$ cat config.mk
export PLATFORM = sky130hd
export DESIGN_NAME = usb_ctrl_regs_framer_flat
export DESIGN_NICKNAME = d
export VERILOG_FILES = /design/src/rtl/usb_ctrl_regs_framer_if.sv /design/src/rtl/usb_ctrl_regs_framer.sv /design/src/flat_wrapper.sv
export SDC_FILE = /design/constraint.sdc
export NUM_CORES = 1
export LEC_CHECK = 0
export ABC_AREA = 0
export CORE_ASPECT_RATIO = 0.9
export CORE_MARGIN = 4
export CORE_UTILIZATION = 47
export DETAILED_ROUTE_END_ITERATION = 7
export PLACE_DENSITY = 0.79
export SLEW_MARGIN = 20
export SYNTH_ARGS = -nofsm -noshare
export SYNTH_HDL_FRONTEND = slang
export SYNTH_SLANG_ARGS = --single-unit
$ cat constraint.sdc
create_clock -name clk -period 4.2 [get_ports clk]
set_input_delay 0.84 -clock clk [delete_from_list [all_inputs] [get_ports clk]]
set_output_delay 0.84 -clock clk [all_outputs]
set_load 0.01 [all_outputs]
$ cat src/rtl/usb_ctrl_regs_framer_if.sv
// usb_ctrl_regs_framer_if
//   Bundles the frame-request, register-snapshot and byte-stream signals of
//   usb_ctrl_regs_framer.
//   master : frame requester / USB transmitter side (drives tick, reg_*, rdreq)
//   slave  : the framer (drives tx_start, q, last_byte, frame_end, missed)
//
// Byte stream handshake: tx_start acts as "valid" for q/last_byte/frame_end and
// rdreq acts as "ready". A byte is transferred in every cycle where
// tx_start=1 and rdreq=1; the following byte appears on q one cycle later.
// rdreq while tx_start=0 transfers nothing. q, last_byte and frame_end are
// held stable while tx_start=1 and rdreq=0.
interface usb_ctrl_regs_framer_if #(
    parameter int NREGS = 3,
    parameter int MAXB  = 8
);
    logic                      tick;
    logic [NREGS*8-1:0]        reg_addr;
    logic [NREGS*8-1:0]        reg_len;
    logic [NREGS*MAXB*8-1:0]   reg_data;
    logic                      tx_start;
    logic [7:0]                q;
    logic                      rdreq;
    logic                      last_byte;
    logic                      frame_end;
    logic                      missed;

    modport master (
        output tick, reg_addr, reg_len, reg_data, rdreq,
        input  tx_start, q, last_byte, frame_end, missed
    );

    modport slave (
        input  tick, reg_addr, reg_len, reg_data, rdreq,
        output tx_start, q, last_byte, frame_end, missed
    );
endinterface

$ cat src/rtl/usb_ctrl_regs_framer.sv
// usb_ctrl_regs_framer
//   Serialises NREGS control registers into one byte-stream frame per tick.
//   Each record is: addr, 0x00, effective len, then len data bytes (MSB-first).
//   Optional feature macro: CRR_CSUM_EN -- appends one XOR checksum byte
//   covering every preceding frame byte.
// Ports:
//   clk       : clock, rising edge
//   n_rst     : asynchronous active-low reset
//   bus       : usb_ctrl_regs_framer_if.slave (tick, reg_*, tx_start, q,
//               rdreq, last_byte, frame_end, missed)
//   dbg_state : {phase, state} of the FSM for observation
module usb_ctrl_regs_framer #(
    parameter int NREGS = 3,
    parameter int MAXB  = 8
) (
    input  logic                        clk,
    input  logic                        n_rst,
    usb_ctrl_regs_framer_if.slave       bus,
    output logic [4:0]                  dbg_state
);

    typedef enum logic [1:0] {ST_IDLE, ST_SEND, ST_DONE} state_t;
`ifdef CRR_CSUM_EN
    typedef enum logic [2:0] {PH_ADDR, PH_ZERO, PH_LEN, PH_DATA, PH_CSUM} phase_t;
    localparam bit HAS_CSUM = 1'b1;
`else
    typedef enum logic [2:0] {PH_ADDR, PH_ZERO, PH_LEN, PH_DATA} phase_t;
    localparam bit HAS_CSUM = 1'b0;
`endif

    localparam int             IW       = (NREGS > 1) ? $clog2(NREGS) : 1;
    localparam logic [IW-1:0]  LAST_REG = IW'(NREGS - 1);
    localparam logic [7:0]     MAXB_B   = 8'(MAXB);

    state_t                    state_q, state_d;
    phase_t                    phase_q, phase_d;
    logic [IW-1:0]             ridx_q, ridx_d;
    logic [7:0]                bidx_q, bidx_d;
    logic [NREGS*8-1:0]        snap_addr_q, snap_addr_d;
    logic [NREGS*8-1:0]        snap_len_q, snap_len_d;
    logic [NREGS*MAXB*8-1:0]   snap_data_q, snap_data_d;
    logic [7:0]                q_q, q_d;
    logic                      last_q, last_d;
    logic                      fend_q, fend_d;
    logic                      missed_q, missed_d;
`ifdef CRR_CSUM_EN
    logic [7:0]                csum_q, csum_d;
`endif

    logic [7:0]                cur_eff;
    logic                      is_last_reg;
    logic                      rec_end;
    logic                      emit_data;
    logic                      load;

    function automatic logic [7:0] addr_at(input logic [IW-1:0] r);
        return snap_addr_q[32'(r)*8 +: 8];
    endfunction

    function automatic logic [7:0] eff_at(input logic [IW-1:0] r);
        logic [7:0] l;
        l = snap_len_q[32'(r)*8 +: 8];
        return (l > MAXB_B) ? MAXB_B : l;
    endfunction

    function automatic logic [7:0] data_at(input logic [IW-1:0] r, input logic [7:0] j);
        return snap_data_q[(32'(r)*MAXB + MAXB - 1 - 32'(j))*8 +: 8];
    endfunction

    always_ff @(posedge clk or negedge n_rst) begin
        if (!n_rst) begin
            state_q     <= ST_IDLE;
            phase_q     <= PH_ADDR;
            ridx_q      <= '0;
            bidx_q      <= '0;
            snap_addr_q <= '0;
            snap_len_q  <= '0;
            snap_data_q <= '0;
            q_q         <= '0;
            last_q      <= 1'b0;
            fend_q      <= 1'b0;
            missed_q    <= 1'b0;
`ifdef CRR_CSUM_EN
            csum_q      <= '0;
`endif
        end else begin
            state_q     <= state_d;
            phase_q     <= phase_d;
            ridx_q      <= ridx_d;
            bidx_q      <= bidx_d;
            snap_addr_q <= snap_addr_d;
            snap_len_q  <= snap_len_d;
            snap_data_q <= snap_data_d;
            q_q         <= q_d;
            last_q      <= last_d;
            fend_q      <= fend_d;
            missed_q    <= missed_d;
`ifdef CRR_CSUM_EN
            csum_q      <= csum_d;
`endif
        end
    end

    always_comb begin
        state_d     = state_q;
        phase_d     = phase_q;
        ridx_d      = ridx_q;
        bidx_d      = bidx_q;
        snap_addr_d = snap_addr_q;
        snap_len_d  = snap_len_q;
        snap_data_d = snap_data_q;
        q_d         = q_q;
        last_d      = last_q;
        fend_d      = fend_q;
        missed_d    = 1'b0;
`ifdef CRR_CSUM_EN
        csum_d      = csum_q;
`endif
        cur_eff     = eff_at(ridx_q);
        is_last_reg = (ridx_q == LAST_REG);
        rec_end     = 1'b0;
        emit_data   = 1'b0;
        load        = 1'b0;

        case (state_q)
            ST_IDLE: begin
                if (bus.tick) begin
                    // Snapshot comes from the live inputs this cycle, so the
                    // first byte must too (the snapshot flops are not yet loaded).
                    state_d     = ST_SEND;
                    phase_d     = PH_ADDR;
                    ridx_d      = '0;
                    bidx_d      = '0;
                    snap_addr_d = bus.reg_addr;
                    snap_len_d  = bus.reg_len;
                    snap_data_d = bus.reg_data;
                    q_d         = bus.reg_addr[7:0];
                    last_d      = 1'b0;
                    fend_d      = 1'b0;
`ifdef CRR_CSUM_EN
                    csum_d      = bus.reg_addr[7:0];
`endif
                end
            end
            ST_SEND: begin
                missed_d = bus.tick;
                if (bus.rdreq) begin
                    if (fend_q) begin
                        state_d = ST_DONE;
                        q_d     = '0;
                        last_d  = 1'b0;
                        fend_d  = 1'b0;
                    end else begin
                        load = 1'b1;
                        case (phase_q)
                            PH_ADDR: begin
                                phase_d = PH_ZERO;
                                q_d     = 8'h00;
                            end
                            PH_ZERO: begin
                                phase_d = PH_LEN;
                                q_d     = cur_eff;
                                last_d  = (cur_eff == 8'd0);
                                fend_d  = (cur_eff == 8'd0) && is_last_reg && !HAS_CSUM;
                            end
                            PH_LEN: begin
                                if (cur_eff == 8'd0) begin
                                    rec_end = 1'b1;
                                end else begin
                                    phase_d   = PH_DATA;
                                    bidx_d    = '0;
                                    emit_data = 1'b1;
                                end
                            end
                            PH_DATA: begin
                                if (({1'b0, bidx_q} + 9'd1) == {1'b0, cur_eff}) begin
                                    rec_end = 1'b1;
                                end else begin
                                    bidx_d    = bidx_q + 8'd1;
                                    emit_data = 1'b1;
                                end
                            end
                            default: ;
                        endcase

                        if (emit_data) begin
                            q_d    = data_at(ridx_q, bidx_d);
                            last_d = ({1'b0, bidx_d} + 9'd1) == {1'b0, cur_eff};
                            fend_d = last_d && is_last_reg && !HAS_CSUM;
                        end

                        // Without a checksum the final record end always carries
                        // frame_end, so only the CRR_CSUM_EN build reaches the
                        // is_last_reg branch here.
                        if (rec_end) begin
                            if (is_last_reg) begin
`ifdef CRR_CSUM_EN
                                phase_d = PH_CSUM;
                                q_d     = csum_q;
                                last_d  = 1'b0;
                                fend_d  = 1'b1;
`endif
                            end else begin
                                ridx_d  = ridx_q + 1'b1;
                                phase_d = PH_ADDR;
                                q_d     = addr_at(ridx_d);
                                last_d  = 1'b0;
                                fend_d  = 1'b0;
                            end
                        end
                    end
                end
`ifdef CRR_CSUM_EN
                if (load && (phase_d != PH_CSUM)) begin
                    csum_d = csum_q ^ q_d;
                end
`endif
            end
            ST_DONE: begin
                missed_d = bus.tick;
                state_d  = ST_IDLE;
            end
            default: state_d = ST_IDLE;
        endcase
    end

    assign bus.tx_start  = (state_q == ST_SEND);
    assign bus.q         = q_q;
    assign bus.last_byte = last_q;
    assign bus.frame_end = fend_q;
    assign bus.missed    = missed_q;
    assign dbg_state     = {phase_q, state_q};

endmodule

$ cat src/flat_wrapper.sv
// flat-port wrapper written by rule: the top's interface ports become plain ports
module usb_ctrl_regs_framer_flat 
#(
    parameter int NREGS = 3,
    parameter int MAXB  = 8
)
  (clk, n_rst, dbg_state, bus_tick, bus_reg_addr, bus_reg_len, bus_reg_data, bus_rdreq, bus_tx_start, bus_q, bus_last_byte, bus_frame_end, bus_missed);
  usb_ctrl_regs_framer_if #(.NREGS(NREGS), .MAXB(MAXB)) bus_i ();
  input  logic clk;
  input  logic n_rst;
  output logic [4:0] dbg_state;
  input wire logic [$bits(bus_i.tick)-1:0] bus_tick;
  input wire logic [$bits(bus_i.reg_addr)-1:0] bus_reg_addr;
  input wire logic [$bits(bus_i.reg_len)-1:0] bus_reg_len;
  input wire logic [$bits(bus_i.reg_data)-1:0] bus_reg_data;
  input wire logic [$bits(bus_i.rdreq)-1:0] bus_rdreq;
  output wire logic [$bits(bus_i.tx_start)-1:0] bus_tx_start;
  output wire logic [$bits(bus_i.q)-1:0] bus_q;
  output wire logic [$bits(bus_i.last_byte)-1:0] bus_last_byte;
  output wire logic [$bits(bus_i.frame_end)-1:0] bus_frame_end;
  output wire logic [$bits(bus_i.missed)-1:0] bus_missed;
  assign bus_i.tick = bus_tick;
  assign bus_i.reg_addr = bus_reg_addr;
  assign bus_i.reg_len = bus_reg_len;
  assign bus_i.reg_data = bus_reg_data;
  assign bus_i.rdreq = bus_rdreq;
  assign bus_tx_start = bus_i.tx_start;
  assign bus_q = bus_i.q;
  assign bus_last_byte = bus_i.last_byte;
  assign bus_frame_end = bus_i.frame_end;
  assign bus_missed = bus_i.missed;
  usb_ctrl_regs_framer #(.NREGS(NREGS), .MAXB(MAXB)) u_core (.clk(clk), .n_rst(n_rst), .bus(bus_i), .dbg_state(dbg_state));
endmodule
* After elaboration in Yosys (flattened, before gate mapping)
Index checks and enable logic that the tools add are counted.
** Cells by class
- $add $sub $neg :: 7
- Order comparisons :: 1
- Equality and inequality tests :: 14
- Shifts and indexed selects :: 3
- Mux-type cells :: 65
- Reduce and logical (&&, ||, !) cells :: 12
** Operator list (count)
- 192-bit by 33-bit indexed part select with 8-bit output :: 1
- 8-bit 2-to-1 mux :: 15
- 8-bit one-hot mux with 2 select lines :: 4
- 24-bit by 6-bit indexed part select with 8-bit output :: 2
- 29-bit by 1-bit subtractor with 29-bit output, second input constant :: 1
- 29-bit by 8-bit subtractor with 29-bit output :: 1
- 1-bit 2-to-1 mux :: 24
- 8-bit by 1-bit adder with 9-bit output, second input constant :: 2
- 9-bit by 8-bit == test with 1-bit output :: 2
- 3-bit 2-to-1 mux :: 6
- 2-bit 2-to-1 mux :: 8
- 3-bit one-hot mux with 3 select lines :: 1
- 8-bit by 1-bit adder with 8-bit output, second input constant :: 1
- 8-bit by 4-bit greater-than comparator with 1-bit output, second input constant :: 1
- 8-bit zero test :: 1
- 2-bit inequality test, second input constant :: 4
- 1-bit one-hot mux with 2 select lines :: 4
- 2-bit one-hot mux with 2 select lines :: 2
- 5-bit by 4-bit adder with 6-bit output, second input constant :: 1
- 3-bit by 2-bit == test with 1-bit output, second input constant :: 2
- 3-bit one-hot mux with 2 select lines :: 1
- 3-bit AND reduction :: 2
- 6-bit AND reduction :: 1
- 2-bit == test, second input constant :: 2
- 11 further kinds :: 13
** Storage, ports and cells
- Register bits after elaboration :: 266
- Input port bits :: 244
- Output and inout port bits :: 17

* Depth between registers and ports, before layout
- Depth after elaboration :: 18
- Mapped depth :: 20
- Depth with buffers taken out :: 18

* Least setup slack after synthesis
Ideal clock, no wire load.
- Path type :: register -> register
- From :: register u_core.ridx_q[0]
- To :: register u_core.q_q[0] (netlist: u_core.bus.q[0])
- Library setup time :: 126 ps
- Data arrival time :: 4385 ps
- Required time :: 4074 ps
- Slack :: -311 ps
- Stages on the path, launching flop included :: 20
- Period minus slack after synthesis :: 4511 ps
- Cells stage by stage :: dfrtp_1 > buf_6 > nor4_4 > a22oi_2 > a221o_1 > or3_1 > nand4_1 > nand2_1 > o31ai_2 > inv_1 > ha_1 > inv_1 > fa_1 > and2_1 > clkbuf_1 > nand2_1 > a311oi_1 > a211oi_1 > nand4_1 > a221o_1
** On the way
- Longest elaborated chain between the ends :: 17
- Elaborated cells between the ends (all ways) :: 37
- Those cells by class :: add/sub: 4; order compare: 1; eq/ne: 2; shift: 3; mux: 26; reduce/logical: 1
** Ends and longest elaborated chain
- from (decl) :: line usb_ctrl_regs_framer.sv:37 : logic [IW-1:0] ridx_q, ridx_d;
- from (signal assigned) :: line usb_ctrl_regs_framer.sv:89 : ridx_q <= ridx_d;
- 24-bit by 6-bit indexed part select with 8-bit output :: line usb_ctrl_regs_framer.sv:62 : l = snap_len_q[32'(r)*8 +: 8];
- 8-bit by 4-bit greater-than comparator with 1-bit output :: line usb_ctrl_regs_framer.sv:63 : return (l > MAXB_B) ? MAXB_B : l;
- 8-bit 2-to-1 mux :: line usb_ctrl_regs_framer.sv:63
- 9-bit by 8-bit == test with 1-bit output or 8-bit zero test (tied branches) :: line usb_ctrl_regs_framer.sv:176, usb_ctrl_regs_framer.sv:167
- 8-bit 2-to-1 mux, on equally long branches :: line usb_ctrl_regs_framer.sv:176, usb_ctrl_regs_framer.sv:167
- 8-bit one-hot mux with 2 select lines :: line usb_ctrl_regs_framer.sv:155 : case (phase_q)
- 8-bit 2-to-1 mux :: line usb_ctrl_regs_framer.sv:148 : if (fend_q) begin
- 8-bit 2-to-1 mux :: line usb_ctrl_regs_framer.sv:147 : if (bus.rdreq) begin
- 8-bit 2-to-1 mux :: line usb_ctrl_regs_framer.sv:125 : case (state_q)
- 29-bit by 8-bit subtractor with 29-bit output :: line usb_ctrl_regs_framer.sv:67 : return snap_data_q[(32'(r)*MAXB + MAXB - 1 - 32'(j))*8 +: 8];
- 192-bit by 33-bit indexed part select with 8-bit output :: line usb_ctrl_regs_framer.sv:67
- 8-bit 2-to-1 mux :: line usb_ctrl_regs_framer.sv:186 : if (emit_data) begin
- 8-bit 2-to-1 mux :: line usb_ctrl_regs_framer.sv:196 : if (is_last_reg) begin
- 8-bit 2-to-1 mux (*) :: line usb_ctrl_regs_framer.sv:195 : if (rec_end) begin
- 8-bit 2-to-1 mux (*) :: line usb_ctrl_regs_framer.sv:148
- 8-bit 2-to-1 mux (*) :: line usb_ctrl_regs_framer.sv:147
- 8-bit one-hot mux with 2 select lines (*) :: line usb_ctrl_regs_framer.sv:125
- to (signal assigned) :: line usb_ctrl_regs_framer.sv:94 : q_q <= q_d;
- to (decl) :: line usb_ctrl_regs_framer.sv:42 : logic [7:0] q_q, q_d;
Mark *: on every way between the ends. The rest lies on a longest branch, timed or not. The select of a mux whose other input is x is not followed.
A chain may end at the register's enable or synchronous reset.

* Worst setup path after layout
- From :: register u_core.ridx_q[1]
- To :: register u_core.q_q[1] (netlist: u_core.bus.q[1])
Same word-level chain as after synthesis.

==> impl_metrics.ini <==
[run_status]
status = finished with violations
violations = negative setup slack

[layout]
fin_cells = 1845
post_route_cells_drive_above_1_share_pct = 28.91
nets = 1717
postLayoutCoreUtil_pct = 64.32
fin_area_um2 = 18020
fillers = 2170
multiInputGateArea_um2 = 6574
areaGrowthSynthToFinish_pct = 34.75
seq_area_um2 = 6658

[timing]
finalCritPeriodShare_pct = 100.6
finClkSkew_ns = 0.01107
finalMaxSlewViolations = 0
setup_violations = 1
slew_headroom_pct = 46.38
setup_slack_ns = -0.02681
setup_tns_ns = -0.02681
fmax_mhz = 236.6
rsz0062_at_grt = true
final-hold-violation-count = 0
tightest_slew_ns = 0.8043
fin_crit_ns = 4.227

[worst_setup_path]
startpoint_type = flip-flop
worst-setup-path-type = reg -> reg
r2r_slack_ns = -0.03
path_max_fanout = 5
crit_arrival_ns = 4.65
required_ns = 4.62
worst_setup_path_end_kind = flip-flop

[logic_synthesis]
post_synth_num_cell_types = 78
yosys_warnings = 0
synth_fp_nets = 1417
async_flop_share_pct = 100.0
synth_mux_area_share_pct = 25.90
synth_simple_gate_area_share_pct = 11.19
post_synth_fa_ha_maj_area_fraction_pct = 0.9920
ys.flop_type = dfrtp_1
synth_top_family_by_area = multiplexers
synth_xor_area_share_pct = 0.5241
synth-edff-count = 0
synth-compound-area-share_pct = 8.647
syn_inst = 1163
seq_area_frac_synth_pct = 49.78
synth_area_um2 = 13370
ys_ff_latch = 266
synth_area_per_cell_um2 = 11.50

[detailed_routing]
num_vias = 10580
detail_route.iter0.violations = 821
vias_per_cell = 5.733
dr.pass1.iters = 6
ant_nets = 0
routed_wl_mm = 39.50
wl_per_cell_um = 21.41
drc = 0

[grt]
antenna_found_initial = 2
grt_pass1_wl_mm = 60.78
grtUsageTotal_pct = 24.62
grt_pass1_vias = 10890
grt_max_degree = 105
overflow = 0

[place]
placedInstanceArea_um2 = 16780
portBuffers = 260
dp_hpwl_mm = 29.25
pre_cts_ws_ns = -0.05699
gp_congestion = 0.9377
place_inst = 1778

[clock_tree]
cts_max_path_buffers = 3
clock-sinks = 266
clock_latency_ns = 0.56
cts_tree = built
hold_buffers = 0
clockRootBuffer = clkbuf_16
htree_levels = 1
numCtsBuffers = 28
cts.clk_slew.worst_paths_ns = 0.06

[floorplan]
ios = 261
start_util_pct = 47.73
chipWidth_um = 185.8
core_area_um2 = 28010
dieArea_um2 = 31210
die_h_um = 168.0
rows = 58

[pwr]
p_leak_nw = 7.439
p_per_area_nw_per_um2 = 654.0
ir_worst_vdd_mv = 0.3665

[worst_hold_path]
hp-class = in -> async

[job]
max_cap_viol_count = 0
[final timing paths]
check / cells past startpoint / to / start
hold reg to reg: 1 / u_core.snap_data_q[54] / u_core.snap_data_q[54]
hold / removal: 1 / u_core.snap_data_q[139] / n_rst
max in group asynchronous: 2 / u_core.phase_q[0] / n_rst
setup reg to reg: 17 / u_core.bus.q[1] / u_core.ridx_q[1]
setup / recovery: 17 / u_core.bus.q[1] / u_core.ridx_q[1]
min in group clk: 1 / u_core.snap_data_q[54] / u_core.snap_data_q[54]
[critical path, cell delays in order, from the launching register on]
cell	delay, ns
dfrtp_2	0.44
nor4_4	0.32
a22oi_2	0.13
a221o_1	0.40
or3_4	0.42
nand4_1	0.15
nand2_2	0.09
o31ai_4	0.21
inv_1	0.09
ha_2	0.19
inv_2	0.06
fa_2	0.49
nor2b_4	0.17
nand3_2	0.10
o22ai_2	0.08
a211oi_2	0.25
nand4_1	0.17
a221o_1	0.36
[power breakdown]
part | total (W) | internal (W) | switching [W] | leakage, nW
registers | 0.00456 | 0.00382 | 0.000750 | 3.14
clock network | 0.00253 | 0.00152 | 0.00101 | 0.464
logic | 0.00469 | 0.00239 | 0.00230 | 3.83
[flip-flops by register name, summed over array words and instances, names as in the netlist]
| signal | count |
|---|---|
| u_core.phase_q | 3 |
| u_core.bus.last_byte | 1 |
| u_core.bus.frame_end | 1 |
| u_core.ridx_q | 2 |
| u_core.bus.missed | 1 |
| u_core.state_q | 2 |
| u_core.snap_len_q | 24 |
| u_core.bus.q | 8 |
| u_core.bidx_q | 8 |
| u_core.snap_addr_q | 24 |
| u_core.snap_data_q | 192 |
[cell usage in the layout (no fill, tap or decap), types with 6 or more instances in the layout]
master / n
dfrtp_1: 265
clkdlybuf4s50_1: 259
mux2_2: 246
nand2_1: 126
buf_4: 70
mux2i_1: 64
nor2_1: 56
nand3_1: 47
a21oi_1: 37
clkbuf_16: 28
o21ai_0: 20
inv_1: 14
and3_1: 14
nand4_1: 11
a31oi_1: 11
clkbuf_1: 9
buf_12: 8
o21ai_1: 7
nand2b_1: 7
nor3_1: 7
ha_1: 7
nor4_1: 6
o22ai_1: 6
a221o_1: 6
clkbuf_8: 6
[area by class of cell]
cell class / instances / area share, %
inverters: 19 / 0.4028
diodes: 1 / 0.01389
well taps: 360 / 2.500
clock buffers: 43 / 4.535
repair buffers: 340 / 18.40
clock inverters: 8 / 0.7014
multi-input cells: 808 / 36.49
flip-flops and latches: 266 / 36.95
[Yosys cell counts (4+ instances only)]
cell type,count,area [µm²]
buf_6,4,45.04
mux2i_1,67,670.6
or3_1,4,25.02
a211oi_1,7,52.55
buf_2,15,75.07
nand2b_1,8,50.05
inv_1,15,56.30
mux2_2,246,2770
o21ai_1,6,30.03
clkbuf_1,43,161.4
and2_1,5,31.28
o22ai_1,8,50.05
nand4_1,11,68.82
nand2_1,130,488.0
and3_1,14,87.58
a221oi_1,6,52.55
a32oi_1,4,35.03
o211ai_1,4,30.03
buf_1,5,18.77
nand3_1,49,245.2
dfrtp_1,266,6656
o2bb2ai_1,4,35.03
nor2_1,57,214.0
o21ai_0,22,110.1
nor2b_1,5,31.28
nor4_1,8,50.05
ha_1,9,112.6
a31oi_1,11,68.82
nor3_1,8,40.04
xnor2_1,5,43.79
a221o_1,6,60.06
a21oi_1,37,185.2
[cell families (layout without fill, tap and decap cells)]
kind of cell               count (synthesis)  count (layout)
and+or+nand+nor                          317             317
muxes                                    314             314
DFF                                      266             266
AOI/OAI and AO/OA                        159             159
buffers and inverters                     89             410
adders and majority gates                 10              10
xor gates and xnor gates                   8               8
other                                      0               1
[what timing repair did]
item | CTS | global route
resized for setup | 5 | 34
buffers inserted | 5 | 10
pin swaps | 9 | 18
setup endpoints to repair | 4 | 10
[through the flow]
stage	total power, W	hold slack [ns]
global route	0.01244	0.3898
detailed placement	0.009062	0.4923
global placement	0.008890	0.4868
CTS	0.01165	0.3696
finish	0.01178	0.2937
floorplan	0.007304	0.4739
[routing by layer]
metal / vias to the layer above / GRT usage, % / part of all wire [%]
met1: 5231 / 33.30 / 41
met5: - / 0 / 0.020
li1: 4835 / - / -
met3: 71 / 8.058 / 9.7
met4: 2 / 5.923 / 2.7
met2: 438 / 38.81 / 47
Power figures use the tool's default switching activity.
